$ cat src/rtl/cic_comp_mac_seq.sv
// cic_comp_mac_seq: decimate-by-2, 15-tap symmetric CIC compensation FIR built
// around a single shared multiplier that walks one tap pair per cycle.
//   clk          : clock, rising edge
//   rst          : synchronous active-high reset
//   clk_vld_in   : strobe qualifying dat_in
//   dat_in       : signed 35-bit input sample
//   ovr_clr      : clears ovr_flag (a simultaneous set wins)
//   busy         : high while a MAC sequence is running
//   clk_vld_out  : one-cycle strobe qualifying dat_out
//   dat_out      : signed 35-bit decimated output
//   ovr_flag     : sticky, an input sample was dropped
// Build option: define CIC_COMP_SAT_EN to saturate the output instead of wrapping.
module cic_comp_mac_seq (
    input  logic              clk,
    input  logic              rst,
    input  logic              clk_vld_in,
    input  logic signed [34:0] dat_in,
    input  logic              ovr_clr,
    output logic              busy,
    output logic              clk_vld_out,
    output logic signed [34:0] dat_out,
    output logic              ovr_flag
);

    localparam int unsigned DW    = 35;  // sample / output width
    localparam int unsigned PW    = 36;  // pre-adder width
    localparam int unsigned CW    = 31;  // coefficient width
    localparam int unsigned AW    = 67;  // accumulator: 65-bit range plus two guard bits
    localparam int unsigned TAPS  = 15;
    localparam int unsigned SHIFT = 30;

    localparam logic [1:0] S_IDLE = 2'd0;
    localparam logic [1:0] S_MAC  = 2'd1;
    localparam logic [1:0] S_DONE = 2'd2;

    logic [1:0]               r_state, w_state_nxt;
    logic [3:0]               r_k;
    logic signed [DW-1:0]     r_dly [TAPS];
    logic                     r_phase;
    logic                     r_hold_vld;
    logic signed [DW-1:0]     r_hold_dat;
    logic signed [AW-1:0]     r_acc, r_prod;
    logic                     r_busy, r_vld_out, r_ovr;
    logic signed [DW-1:0]     r_dat_out;

    logic                     w_idle, w_mac, w_done;
    logic                     w_start, w_shift, w_hold_cap, w_drop;
    logic signed [DW-1:0]     w_shift_dat;
    logic [2:0]               w_kk;
    logic [3:0]               w_ia, w_ib;
    logic signed [CW-1:0]     w_coef;
    logic                     w_neg;
    logic signed [PW-1:0]     w_pre;
    logic signed [AW-1:0]     w_prod, w_term;
    logic signed [DW-1:0]     w_out;

    assign busy        = r_busy;
    assign clk_vld_out = r_vld_out;
    assign dat_out     = r_dat_out;
    assign ovr_flag    = r_ovr;

    // Input acceptance: a held sample always drains before a new one enters the line.
    always_comb begin
        w_idle      = (r_state == S_IDLE);
        w_mac       = (r_state == S_MAC);
        w_done      = (r_state == S_DONE);
        w_start     = w_idle & ~r_hold_vld & clk_vld_in & r_phase;
        w_shift     = (w_idle & (r_hold_vld | clk_vld_in)) | (w_done & r_hold_vld);
        w_shift_dat = r_hold_vld ? r_hold_dat : dat_in;
        w_hold_cap  = clk_vld_in & ((w_idle & r_hold_vld) | w_done | (w_mac & ~r_hold_vld));
        w_drop      = clk_vld_in & w_mac & r_hold_vld;
    end

    // Next-state logic; MAC runs k=0..7 issue plus one cycle to fold in the last product.
    always_comb begin
        w_state_nxt = r_state;
        case (r_state)
            S_IDLE:  if (w_start) w_state_nxt = S_MAC;
            S_MAC:   if (r_k == 4'd8) w_state_nxt = S_DONE;
            S_DONE:  w_state_nxt = S_IDLE;
            default: w_state_nxt = S_IDLE;
        endcase
    end

    // Tap-pair select, pre-add and the shared multiplier.
    always_comb begin
        w_kk   = r_k[2:0];
        w_ia   = {1'b0, w_kk};
        w_ib   = 4'd14 - w_ia;
        w_coef = '0;
        w_neg  = 1'b0;
        case (w_kk)
            3'd0: begin w_coef = 31'sd6421026;   w_neg = 1'b1; end
            3'd1: begin w_coef = 31'sd1088314;   w_neg = 1'b1; end
            3'd2: begin w_coef = 31'sd34811522;  w_neg = 1'b0; end
            3'd3: begin w_coef = 31'sd8641811;   w_neg = 1'b0; end
            3'd4: begin w_coef = 31'sd116533699; w_neg = 1'b1; end
            3'd5: begin w_coef = 31'sd53216433;  w_neg = 1'b1; end
            3'd6: begin w_coef = 31'sd356375486; w_neg = 1'b0; end
            default: begin w_coef = 31'sd628155438; w_neg = 1'b0; end
        endcase
        // Centre tap has no partner.
        if (w_kk == 3'd7) w_pre = PW'(r_dly[7]);
        else              w_pre = PW'(r_dly[w_ia]) + PW'(r_dly[w_ib]);
        w_prod = AW'(w_pre) * AW'(w_coef);
        w_term = w_neg ? -w_prod : w_prod;
    end

    // Output scaling by 2^-30.
`ifdef CIC_COMP_SAT_EN
    localparam logic signed [AW-1:0] OUT_MAX = {{(AW-DW+1){1'b0}}, {(DW-1){1'b1}}};
    localparam logic signed [AW-1:0] OUT_MIN = {{(AW-DW+1){1'b1}}, {(DW-1){1'b0}}};
    logic signed [AW-1:0] w_acc_sh;
    always_comb begin
        w_acc_sh = r_acc >>> SHIFT;
        w_out    = w_acc_sh[DW-1:0];
        if (w_acc_sh > OUT_MAX)      w_out = OUT_MAX[DW-1:0];
        else if (w_acc_sh < OUT_MIN) w_out = OUT_MIN[DW-1:0];
    end
`else
    always_comb begin
        w_out = r_acc[SHIFT +: DW];
    end
`endif

    // State register.
    always_ff @(posedge clk) begin
        if (rst) r_state <= S_IDLE;
        else     r_state <= w_state_nxt;
    end

    // Delay line, hold register, overrun flag, accumulator and output registers.
    always_ff @(posedge clk) begin
        if (rst) begin
            for (int i = 0; i < int'(TAPS); i++) r_dly[i] <= '0;
            r_phase    <= 1'b0;
            r_hold_vld <= 1'b0;
            r_hold_dat <= '0;
            r_acc      <= '0;
            r_prod     <= '0;
            r_k        <= '0;
            r_busy     <= 1'b0;
            r_vld_out  <= 1'b0;
            r_dat_out  <= '0;
            r_ovr      <= 1'b0;
        end else begin
            r_vld_out <= 1'b0;
            if (w_shift) begin
                r_dly[0] <= w_shift_dat;
                for (int i = 1; i < int'(TAPS); i++) r_dly[i] <= r_dly[i-1];
                r_phase <= ~r_phase;
            end
            if (w_hold_cap) begin
                r_hold_vld <= 1'b1;
                r_hold_dat <= dat_in;
            end else if (w_shift && r_hold_vld) begin
                r_hold_vld <= 1'b0;
            end
            if (w_drop)       r_ovr <= 1'b1;
            else if (ovr_clr) r_ovr <= 1'b0;
            if (w_start) begin
                r_acc  <= '0;
                r_prod <= '0;
                r_k    <= '0;
            end else if (w_mac) begin
                r_acc <= r_acc + r_prod;
                if (!r_k[3]) r_prod <= w_term;
                r_k <= r_k + 4'd1;
            end
            if (w_done) begin
                r_dat_out <= w_out;
                r_vld_out <= 1'b1;
            end
            r_busy <= (w_state_nxt != S_IDLE);
        end
    end

endmodule

$ cat config.mk
export PLATFORM = sky130hd
export DESIGN_NAME = cic_comp_mac_seq
export DESIGN_NICKNAME = d
export VERILOG_FILES = /design/src/rtl/cic_comp_mac_seq.sv
export SDC_FILE = /design/constraint.sdc
export NUM_CORES = 2
export LEC_CHECK = 0
export ABC_AREA = 1
export CELL_PAD_IN_SITES_DETAIL_PLACEMENT = 0
export CELL_PAD_IN_SITES_GLOBAL_PLACEMENT = 1
export CORE_MARGIN = 3
export CORE_UTILIZATION = 50
export CTS_BUF_LIST = sky130_fd_sc_hd__clkbuf_16
export CTS_CLUSTER_SIZE = 24
export DETAILED_ROUTE_END_ITERATION = 16
export DONT_BUFFER_PORTS = 1
export HOLD_SLACK_MARGIN = 0.08
export PLACE_DENSITY = 0.89
export SYNTH_ARGS = -nofsm -noshare
export SYNTH_HDL_FRONTEND = slang
export SYNTH_SLANG_ARGS = --single-unit
$ cat constraint.sdc
create_clock -name clk -period 17.3 [get_ports clk]
set_clock_uncertainty 0.1 [all_clocks]
set_input_delay 3.46 -clock clk [delete_from_list [all_inputs] [get_ports clk]]
set_output_delay 3.46 -clock clk [all_outputs]
set_load 0.005 [all_outputs]
Yosys cells after proc, flatten, opt, wreduce, memory -nomap -nowiden --
Memory sizes are Yosys's and may differ from the RTL's. A register that Yosys moved wholly into a read port is not among the register bits. Index checks and enable logic that the tools add are counted.
Cells by class: $add $sub $neg 5, multiply operators 1, eq/ne operators 10, multiplexer cells 35, bitwise logic cells 32, reduce and logical (&&, ||, !) cells 9
Operators with widths (number):
- 35-bit two-way mux | 16
- 30-bit case mux with 7 select lines | 1
- 67-bit adder | 1
- 36-bit by 31-bit multiplier with 67-bit output | 1
- 67-bit two-way mux | 1
- 67-bit negation | 1
- 35-bit by 35-bit adder with 36-bit output | 1
- 36-bit two-way mux | 1
- 1-bit OR | 19
- 3-bit equality test (second input constant) | 4
- 1-bit two-way mux | 11
- 1-bit AND | 10
- 4-bit two-way mux | 2
- 3-bit by 2-bit equality test with 1-bit output (second input constant) | 2
- 2-bit nonzero test | 3
- 4-bit by 1-bit adder with 4-bit output (second input constant) | 1
- 4-bit equality test (second input constant) | 1
- 2-bit two-way mux | 2
- 2-bit case mux with 2 select lines | 1
- 4-bit OR reduction | 1
- 4-bit by 3-bit subtractor with 4-bit output (first input constant) | 1
- 3-bit by 1-bit equality test with 1-bit output (second input constant) | 1
- 3-bit zero test | 1
- 1-bit NOT | 3
- other kinds (6) | 6
Word-level totals: register bits after elaboration 215, memory bits (writable) 525, bits of input ports 39, memories kept 1
Memories:
- r_dly | depth 15, bits a word 35, read ports 16, clocked after Yosys merged registers in 1, write ports 15, line 38 | logic signed [DW-1:0] r_dly [TAPS];

Logic depth before layout (Yosys ltp) --
depth in word-level cells 7, gate-level depth with buffers 71, depth with buffers taken out 62

Worst setup path after synthesis --
No wires, ideal clock.
path type input to register, from input port clk_vld_in, to memory r_dly[0][0], enable pin, setup time 3.768 ns, arrival time 12.131 ns, slack 1.301 ns, cell stages on the path 4, buffers on the path 0, path through nand2_1 > o21ai_0 > inv_1 > nand2_1
RTL lines:
- from (decl) | line 16 | input logic clk_vld_in,
- to (decl) | line 38

==> results by group <==
Run status
  • Status: finished with violations
  • Violated checks: capacitance limit, slew limit

Floorplanning
  • Die H: 409 um
  • Die Area: 167,000 um^2
  • Initial Util: 50.5%
  • Core Area: 161,000 um^2
  • I/O pin total: 77
  • Rows: 147
  • Die X: 409 um

GRT
  • Total gr overflow: 0
  • Antenna violations before repair: 4
  • Largest net degree at the start of global routing: 195
  • First-pass GRT wire length: 424 mm
  • Total GRT Usage: 33.1%
  • Vias in the first global route: 69,800

Synth
  • Netlist cell types: 64
  • Leading area contributor after synthesis: fa_1
  • Syn_nets: 11,800
  • Yosys warns: 0
  • Post-synth EDFFs: 525
  • Cells after synthesis: 10,400
  • Post-synthesis sequential area ratio: 24.7%
  • Top-area cell type share of the netlist area: 26.0%
  • Syn_area_per_cell: 7.82 um^2
  • Synth Register Bits: 739
  • Top post-synthesis cells by area: fa_1 26%, edfxtp_1 19%, inv_1 9.5%
  • Ys flop type: edfxtp_1
  • Post-synth ARST share: 0%
  • Synthesized area: 81,200 um^2

Route
  • Drt first pass iters: 9
  • 1st-iter DRT viols: 7,367
  • Post-route ant nets: 0
  • Vias per Instance: 5.60
  • Vias: 69,300
  • Wirelength, routed: 276 mm
  • DRC: 0
  • Wire per inst: 22.3 um

Final layout
  • Area growth syn-to-layout: 6.01%
  • Most common cell after layout, fill and taps aside: inv_1
  • Final net count: 11,600
  • Layout cells sized above 1: 4.24%
  • Commonest non-fill, non-tap cells in the layout: 2,063 x inv_1, 1,713 x nor2_1, 1,671 x nand2_1

STA
  • Max Slew Vio Count: 22
  • Slew @ Worst Pin: 1.50 ns
  • Setup TNS: 0 ns
  • Max Clock Freq: 0.0665 GHz
  • Tcrit/Tclk final: 86.9%
  • RSZ-0062 raised after global routing: no
  • Final hold vios: 0
  • Max-slew headroom: -0.241%
  • Setup violators final: 0
  • Fin crit period: 15.03 ns

Worst setup path
  • Startpoint Class: flop
  • Crit-path slowest cell: nand2_1
  • Setup CP Type: flop to flop
  • Worst Path Arrival: 15.59 ns
  • Worst Path Max Fanout: 72
  • Critical Path Most Common Cell: nand2_1
  • Critical Path Sink Type: flop
  • CP peak stage delay: 0.86 ns
  • Worst EP required: 17.86 ns

Clock tree
  • Clock H-tree levels: 3
  • Number of CTS-inserted buffers: 87
  • Clk sinks: 739
  • Hold buffer count at CTS: 0
  • Worst-path clk slew: 0.07 ns
  • Longest Clk Path Bufs: 3
  • CTS tree: yes
  • CTS root buf: clkbuf_16
  • Clk Latency, worst-skew pair: 0.74 ns
  • Resize count post-CTS: 0
  • Setup bufs post-CTS: 0

Job
  • Max-Cap Viols: 1

Placed design
  • Buffers on Ports: 0
  • Hpwl dp: 212 mm
  • Routability cong.: 0.998

Worst hold path
  • Tightest Hold Check Type: flop to flop
-- sequential cells by signal (all words and copies together) (netlist names), 2 cells and up, named ones only --
register,flops
r_k,4
r_acc,65
r_prod,65
r_dly,525
dat_out,35
r_hold_dat,35
r_state,2
-- metal layers --
layer	track usage, %	share of wire [%]	routed length [um]	up-vias
li1	-	-	-	31700
met1	45.7	41	114000	33800
met2	50.5	44	121000	3168
met3	7.44	9.8	27000	587
met4	13.6	5.0	13700	4
met5	0	0.017	46	-
-- synth_stat cells (4+ instances only) --
cell type / count
inv_1: 2051
o211ai_1: 124
nor2_4: 11
o21ai_0: 670
or2_2: 15
nand4_1: 65
xnor2_1: 61
o21bai_1: 12
nor2_2: 35
nor3_2: 4
xor2_1: 70
nor2_1: 1723
clkinv_1: 25
a21oi_1: 611
dfxtp_1: 214
inv_2: 31
a221oi_1: 42
nand2_1: 1673
a21boi_0: 6
nand3_1: 238
buf_2: 28
and2_1: 5
a21oi_2: 5
o221ai_1: 4
fa_1: 1054
nand3b_1: 25
a31oi_1: 73
ha_1: 344
nand2_2: 41
nand3_2: 4
edfxtp_1: 525
nor3b_1: 4
clkbuf_1: 387
and3_1: 6
o21ai_1: 16
buf_1: 34
a21o_1: 16
o21a_1: 29
nor3_1: 36
nor4_1: 9
o31ai_1: 21
-- path summary, 6_finish.rpt --
check             startpoint         end  slack (ns)  depth (start not counted)
setup / recovery        flop  r_prod[53]        2.27                         53
hold / removal      r_acc[0]    r_acc[0]        0.38                          2
setup reg to reg        flop  r_prod[53]        2.27                         53
hold reg to reg     r_acc[0]    r_acc[0]        0.38                          2
-- critical path, delay by kind of cell, from the launching register on --
kind / cells / cell delay (ns)
compound gates: 8 / 1.65
fa+ha+maj: 11 / 5.34
buf+inv: 9 / 2.97
flops: 1 / 0.31
simple gates: 25 / 4.47
-- cells by family after synthesis --
kind of cell / count (synthesis) / synth area share, %
buffers and inverters: 2561 / 11.9
AND/OR/NAND/NOR: 3905 / 19.4
multiplexers: 1 / 0.0123
XOR/XNOR: 133 / 1.45
flip-flops: 739 / 24.7
AO/OA/AOI/OAI: 1646 / 11.2
adder cells (fa/ha/maj): 1399 / 31.3
-- final cells by class --
| cell class | instances | area [um^2] |
|---|---|---|
| fill | 15300 | 74900 |
| multi-input combinational | 7084 | 51600 |
| sequential | 739 | 20100 |
| inverter | 2109 | 7930 |
| tap | 2160 | 2700 |
| clock buffer | 89 | 2230 |
| timing repair buffer | 116 | 946 |
| clock inverter | 69 | 603 |
| antenna | 2 | 5.00 |
-- stage by stage --
step                      std cells  setup WS (ns)  utilization, %  hold slack [ns]  instance area, um^2
after floorplan               10400           1.30               -            0.345                81200
after global placement        12200           2.63            51.7            0.353                83200
after detailed placement      12200           2.74            51.7            0.365                83200
after CTS                     12400           2.71            53.5            0.376                86100
after global routing          12400           1.57            53.5            0.403                86100
final                         12400           2.27            53.5            0.382                86100
Power is not shown: default switching activity piles up to over one toggle a cycle in this logic, so the estimate is an artifact.
